## config.mk

```make
export PLATFORM = sky130hd
export DESIGN_NAME = demux_buf_1to4
export DESIGN_NICKNAME = d
export VERILOG_FILES = /design/src/rtl/demux_buf_1to4.sv
export SDC_FILE = /design/constraint.sdc
export NUM_CORES = 1
export LEC_CHECK = 0
export CORE_MARGIN = 4
export CORE_UTILIZATION = 43
export DETAILED_ROUTE_END_ITERATION = 8
export PLACE_DENSITY = 0.89
export SLEW_MARGIN = 20
export SYNTH_ARGS = -nofsm -noshare
export SYNTH_HDL_FRONTEND = slang
export SYNTH_SLANG_ARGS = --single-unit
```

## constraint.sdc

```tcl
create_clock -name clk -period 1.75 [get_ports clk]
set_input_delay 0.175 -clock clk [delete_from_list [all_inputs] [get_ports clk]]
set_output_delay 0.175 -clock clk [all_outputs]
set_load 0.005 [all_outputs]
```

## src/rtl/demux_buf_1to4.sv

```systemverilog
// demux_buf_1to4: registered 1-to-4 demultiplexer with one holding slot per channel.
// Each input word is steered by in_sel into one of four output registers.
// Every channel has its own valid/ready handshake and drains independently.
// Optional build macro DEMUX_CNT_EN adds four CW-bit load counters on the cnt port.
//
// Per-channel state (out_valid[i] is the state bit):
//   state | meaning
//   EMPTY | slot holds no word; out_ready[i] ignored
//   FULL  | slot holds a word awaiting drain; out_data[i] stable until next load
module demux_buf_1to4 #(
    parameter int WIDTH = 8,
    parameter int CW    = 8
) (
    input  logic               clk,
    input  logic               rst_n,
    input  logic [WIDTH-1:0]   in_data,
    input  logic [1:0]         in_sel,
    input  logic               in_valid,
    output logic               in_ready,
    output logic [4*WIDTH-1:0] out_data,
    output logic [3:0]         out_valid,
    input  logic [3:0]         out_ready
`ifdef DEMUX_CNT_EN
    ,
    output logic [4*CW-1:0]    cnt
`endif
);

    logic [3:0]       full_q;
    logic [3:0]       full_d;
    logic [3:0]       load;
    logic [3:0]       drain;
    logic [WIDTH-1:0] data_q [4];

    // State register: one full/empty bit per channel, cleared by reset.
    always_ff @(posedge clk or negedge rst_n) begin
        if (!rst_n) begin
            full_q <= 4'b0000;
        end else begin
            full_q <= full_d;
        end
    end

    // Next-state logic: a load fills the slot, a drain without a load empties it.
    always_comb begin
        load   = 4'b0000;
        drain  = 4'b0000;
        full_d = full_q;
        for (int i = 0; i < 4; i++) begin
            load[i]   = in_valid & in_ready & (in_sel == 2'(i));
            drain[i]  = full_q[i] & out_ready[i];
            full_d[i] = load[i] | (full_q[i] & ~drain[i]);
        end
    end

    // Output logic: ready follows the currently selected channel; reset blocks accepts.
    always_comb begin
        out_valid = full_q;
        in_ready  = rst_n & (~full_q[in_sel] | out_ready[in_sel]);
        out_data  = '0;
        for (int i = 0; i < 4; i++) begin
            out_data[i*WIDTH +: WIDTH] = data_q[i];
        end
    end

    // Holding registers: data only changes when its channel is loaded.
    always_ff @(posedge clk or negedge rst_n) begin
        if (!rst_n) begin
            for (int i = 0; i < 4; i++) begin
                data_q[i] <= '0;
            end
        end else begin
            for (int i = 0; i < 4; i++) begin
                if (load[i]) begin
                    data_q[i] <= in_data;
                end
            end
        end
    end

`ifdef DEMUX_CNT_EN
    logic [CW-1:0] cnt_q [4];

    // Load counters: one per channel, wrap naturally, unaffected by drains.
    always_ff @(posedge clk or negedge rst_n) begin
        if (!rst_n) begin
            for (int i = 0; i < 4; i++) begin
                cnt_q[i] <= '0;
            end
        end else begin
            for (int i = 0; i < 4; i++) begin
                if (load[i]) begin
                    cnt_q[i] <= cnt_q[i] + 1'b1;
                end
            end
        end
    end

    // Flatten the counters onto the cnt port.
    always_comb begin
        cnt = '0;
        for (int i = 0; i < 4; i++) begin
            cnt[i*CW +: CW] = cnt_q[i];
        end
    end
`else
    // Without counters CW sizes nothing; this keeps it referenced.
    if (CW < 1) begin : g_cw_unused
    end
`endif

endmodule

```

==> results of run 1 <==
-- state kept, by name, indices dropped and copies added (netlist names) --
register / flops
out_data: 32
out_valid: 4
-- cells in the final DEF (no fill, tap or decap), types with 2 or more instances in the layout --
| cell type | count |
|---|---|
| dlygate4sd2_1 | 3 |
| dfrtp_1 | 36 |
| clkdlybuf4s50_1 | 49 |
| buf_4 | 16 |
| nand2b_1 | 3 |
| clkbuf_1 | 2 |
| nand2_1 | 2 |
| nor3b_4 | 2 |
| mux2_2 | 31 |
| clkbuf_4 | 5 |
-- worst max-delay path: stages (launching register included) --
cell,delay (ps)
dfrtp_1,360
nand2b_1,90
o311ai_1,260
a21oi_1,70
dlygate4sd2_1,270
-- worst min path at each step --
stage | startpoint | end | cells after the start
floorplan | rst_n | out_data[0] | 0
global placement | rst_n | out_valid[2] | 1
detailed placement | rst_n | out_valid[2] | 1
CTS | rst_n | out_valid[2] | 2
global route | rst_n | out_valid[2] | 2
finish | rst_n | out_valid[2] | 2
-- final cells by class --
class / count / area share (%)
Timing Repair Buffer: 70 / 29.9
Tap cell: 44 / 2.53
Multi-Input combinational cell: 51 / 23.5
Sequential cell: 36 / 41.3
Clock buffer: 8 / 2.70
-- metal layers --
layer	GRT usage [%]	up-vias	part of all wire [%]
met5	0	-	0
met4	6.99	0	1.7
met3	6.50	6	6.9
met2	32.6	39	52
met1	20.8	512	39
li1	-	472	-
-- kinds of logic after synthesis --
family	synth area share, %
compound gates	1.32
buf+inv	0.877
mux	26.0
flops	63.2
simple gates	8.68
-- what timing repair did --
action,CTS,global route
hold buffers,1,0
setup buffers,1,0
setup endpoints to repair,1,0
resized for setup,4,0
hold endpoints to repair,36,0
-- power groups by stage --
stage | Sequential, mW | Clock (mW) | Combinational [mW]
6_report | 1.10 | 0.456 | 0.649
5_1_grt | 1.12 | 0.511 | 0.701
4_1_cts | 1.10 | 0.467 | 0.663
3_5_place_dp | 1.12 | 0 | 0.659
3_3_place_gp | 1.11 | 0 | 0.641
2_1_floorplan | 1.11 | 0 | 0.176
==> run_results.csv, run 1 <==
group,metric,value,unit
finish,multi_input_area,513,um2
critical_path,cp_max_fo,2,
synthesis,netlist.area_leader.share,63.2,%
synthesis,synth_top_cell_by_area,"dfrtp_1",
routing,viasPerCell,4.92,
synthesis,synth_area_leaders,"dfrtp_1 63%, mux2_2 24%, nor3b_4 2.6%",
die,die_area,0.00430,mm2
synthesis,ys.warnings.count,0,
sta,setup_slack,195,ps
clock_tree,ctsHtreeMaxLevel,2,
placement,port-buffer-count,53,
routing,num_vias,1029,
critical_path,crit_required,1570,ps
routing,drc,0,
finish,area_delta_synth_final,52.8,%
placement,hpwl,2660,um
finish,seq_area,901,um2
global_routing,antenna_found_initial,0,
placement,dpl_worst_slack,-123,ps
clock_tree,clock-root-buffer,"clkbuf_4",
finish,antennaDiodeCount,0,
synthesis,synth.most_common_cell,"dfrtp_1",
global_routing,grt_usage,18.7,%
sta,fin_tns_setup,0,ps
critical_path,cp-end-kind,"output port",
sta,worst_slew_pin_slew,324,ps
clock_tree,cts_made_buffers,5,
synthesis,synth_edf_count,0,
power,p_leak,0.949,nW
clock_tree,clock_sinks,36,
placement,dp.cells,199,
min_path,hold_class,"in2async",
power,vdd.ir_drop.worst,0.708,mV
global_routing,grt_pass1_wl,5860,um
critical_path,reg2reg_depth,5,
synthesis,synth_nets,106,
die,core-area,0.00310,mm2
power,combinationalPowerShare,29.5,%
sta,fin_hold_ws,170,ps
finish,stdcell_count,209,
synthesis,ys_ff_latch,36,
global_routing,grt_pass1_vias,1170,
synthesis,synthArstFlopShare,100,%
synthesis,ys_dominant_reg_cell,"dfrtp_1",
synthesis,syn_area_per_cell,16.0,um2
routing,ant_nets,0,
critical_path,setup.worst_path.start,"out_valid[0]",
die,die_width,65.6,um
power,pwr-share-clk,20.7,%
power,p_int,1.66,mW
routing,routed_wirelength,3450,um
power,power_density,1010,mW/mm2
power,p_sw,0.539,mW
sta,fin_crit,1560,ps
die,die_h,65.6,um
die,io_pins,54,
sta,rsz0062_at_grt,"false",
placement,routabilityCongestion,0.795,
finish,nets,181,
synthesis,netlist_area,0.00143,mm2
sta,finalHoldViolations,0,
synthesis,seq_area_frac_synth,63.2,%
flow_run,maxCapViolations,0,
critical_path,critPathArrivalTime,1380,ps
synthesis,synth.distinct_cells,20,
sta,max_freq,643,MHz
critical_path,path_class,"reg2out",
sta,max_slew_margin,78.4,%
routing,wl_per_cell,16.5,um
clock_tree,clk_path_buf_depth,2,
placement,place_area,0.00211,mm2
clock_tree,clk_pin_slew,100,ps
status,status,"complete, no violations",
clock_tree,clock_latency,330,ps
routing,drtIter0Drc,31,
sta,drv_slew,0,
power,p_seq_share,49.8,%
routing,first_pass_iters,2,
finish,fillCellCount,227,
power,power,2.20,mW
sta,setup_violations,0,
global_routing,grt_max_degree,26,
power,switching_share,24.5,%
finish,finalInstanceArea,0.00218,mm2
die,fp-row-count,20,
critical_path,crit_path_end,"in_ready",
synthesis,synth_cells,89,
finish,postLayoutCoreUtil,70.2,%
clock_tree,cts_tree,"yes",
critical_path,reg2reg_to,"out_data[11]",
die,initial_core_util,46.0,%
synthesis,synthTopCellsByCount,"36 x dfrtp_1, 31 x mux2_2, 3 x nand2b_1",
critical_path,cp-start-kind,"flip-flop",
finish,layout-drive-gt1-share,35.8,%
sta,min_period_over_period,88.9,%
critical_path,r2r_setup_slack,320,ps
sta,finClkSkew,4.27,ps
critical_path,r2r_start,"out_valid[1]",
global_routing,grt-ovfl-total,0,
(Power assumes the default switching activity.)
==> inputs of run 2 (changes only) <==
CORE_UTILIZATION = 45   (was 43)
CTS_BUF_LIST = sky130_fd_sc_hd__clkbuf_4 sky130_fd_sc_hd__clkbuf_8   (was not set)
PLACE_DENSITY = 0.93   (was 0.89)
==> run_results.csv, run 2 (same netlist as run 1, synthesis figures left out) <==
group,metric,value,unit
status,status,"complete, no violations",
global_routing,grt_pass1_vias,1157,
power,p_seq_share,50.8,%
sta,fin_crit,1650,ps
critical_path,crit_buf_inv,3,
critical_path,path_class,"in2out",
routing,viasPerCell,4.90,
sta,drv_slew,0,
sta,finalHoldViolations,0,
sta,rsz0062_at_grt,"false",
die,initial_core_util,46.7,%
min_path,hold_class,"in2async",
critical_path,cp_max_fo,7,
power,pwr-share-clk,19.1,%
finish,stdcell_count,204,
power,p_sw,0.534,mW
placement,port-buffer-count,53,
flow_run,maxCapViolations,0,
finish,nets,177,
power,combinationalPowerShare,30.1,%
finish,final_common_cell,"clkdlybuf4s50_1",
global_routing,grt_usage,19.3,%
sta,max_slew_margin,80.3,%
die,core-area,0.00305,mm2
routing,wl_per_cell,17.4,um
sta,finClkSkew,9.70,ps
sta,max_freq,605,MHz
finish,antennaDiodeCount,0,
routing,drtIter0Drc,77,
die,die_h,64.3,um
sta,fin_tns_setup,0,ps
sta,worst_slew_pin_slew,292,ps
routing,ant_nets,0,
finish,final_cell_mix,"50 x clkdlybuf4s50_1, 36 x dfrtp_1, 31 x mux2_2",
routing,routed_wirelength,3560,um
clock_tree,clock_sinks,36,
power,p_leak,0.927,nW
finish,largest_reg_flops,32,
finish,area_delta_synth_final,50.2,%
die,die_area,0.00413,mm2
routing,first_pass_iters,4,
placement,dp.cells,196,
clock_tree,cts_tree,"yes",
global_routing,antenna_found_initial,0,
routing,drc,0,
clock_tree,cts_made_buffers,5,
die,fp-row-count,20,
global_routing,grt-ovfl-total,0,
power,vdd.ir_drop.worst,0.605,mV
clock_tree,clk_path_buf_depth,2,
power,p_int,1.62,mW
sta,setup_violations,0,
critical_path,critPathTopFamily,"buffers and inverters",
critical_path,crit_required,1570,ps
critical_path,slowest_stage,"dlygate4sd3_1",
clock_tree,clock_latency,330,ps
sta,min_period_over_period,94.4,%
global_routing,grt_pass1_wl,5960,um
power,switching_share,24.7,%
finish,layout-drive-gt1-share,35.0,%
routing,num_vias,999,
placement,routabilityCongestion,0.847,
die,die_width,64.3,um
critical_path,critPathMaxStageDelay,540,ps
global_routing,grt_max_degree,20,
clock_tree,clk_pin_slew,100,ps
critical_path,cp-start-kind,"primary input",
critical_path,critPathArrivalTime,1480,ps
power,power_density,1010,mW/mm2
placement,hpwl,2690,um
critical_path,cp-end-kind,"output port",
die,io_pins,54,
critical_path,crit_chain,"dlygate4sd3_1 -> buf_2 -> o311ai_1 -> a21oi_1 -> dlygate4sd2_1",
clock_tree,ctsHtreeMaxLevel,2,
clock_tree,clock-root-buffer,"clkbuf_4",
==> run 2: changes by cell type in the layout (fill, tap and decap cells not counted), sizes merged <==
cell / previous run / this run
buf: 17 / 13
clkbuf: 8 / 6
clkdlybuf4s50: 49 / 50
clkinv: 0 / 1
dlygate4sd2: 3 / 2
==> run 2: power by group through the flow <==
stage               registers, mW  logic, mW  clock network, mW
finish                       1.10      0.649              0.413
global route                 1.12      0.694              0.463
CTS                          1.10      0.659              0.426
detailed placement           1.11      0.655                  0
global placement             1.10      0.632                  0
floorplan                    1.11      0.176                  0
==> run 2: worst paths after layout <==
kind | start | end | slack [ps] | cells past startpoint
setup / recovery | rst_n | in_ready | 100 | 5
hold / removal | rst_n | out_valid[2] | 220 | 2
max in group asynchronous | rst_n | out_data[26] | 1060 | 3
min in group clk | in_sel[1] | out_valid[1] | 360 | 2
hold reg to reg | out_data[21] | out_data[21] | 510 | 1
setup reg to reg | out_valid[2] | out_data[17] | 350 | 4
==> run 2: what timing repair did <==
| item | 4_1_cts | 5_1_grt |
|---|---|---|
| endpoints found under the hold margin | 36 | 0 |
| buffers inserted | 0 | 0 |
| resized for setup | 3 | 0 |
| setup endpoints to repair | 1 | 0 |
| hold buffers | 1 | 0 |
==> run 2: area by class of cell <==
type | count | area, um2
Clock buffer | 6 | 45.0
Clock inverter | 1 | 5.00
Fill cell | 210 | 911
Multi-Input combinational cell | 51 | 513
Sequential cell | 36 | 901
Tap cell | 44 | 55.1
Timing Repair Buffer | 66 | 623
==> run 2: metrics by stage <==
stage | cell area [um2] | power (mW) | setup WS, ps | hold slack [ps] | utilization [%]
after CTS | 2140 | 2.18 | 89.3 | 185 | 70.2
final | 2140 | 2.16 | 98.2 | 218 | 70.2
after global routing | 2140 | 2.28 | 32.8 | 206 | 70.2
after floorplan | 1430 | 1.29 | 381 | -121 | -
after global placement | 2080 | 1.73 | -42.7 | -4.85 | 68.3
after detailed placement | 2080 | 1.77 | -100 | 3.71 | 68.3
==> run 2: routing by layer <==
layer | track usage (%) | wire (um) | up-vias
li1 | - | - | 463
met1 | 23.0 | 1450 | 499
met2 | 33.5 | 1880 | 37
met3 | 6.68 | 226 | 0
met4 | 4.49 | 0 | 0
met5 | 0 | 0 | -
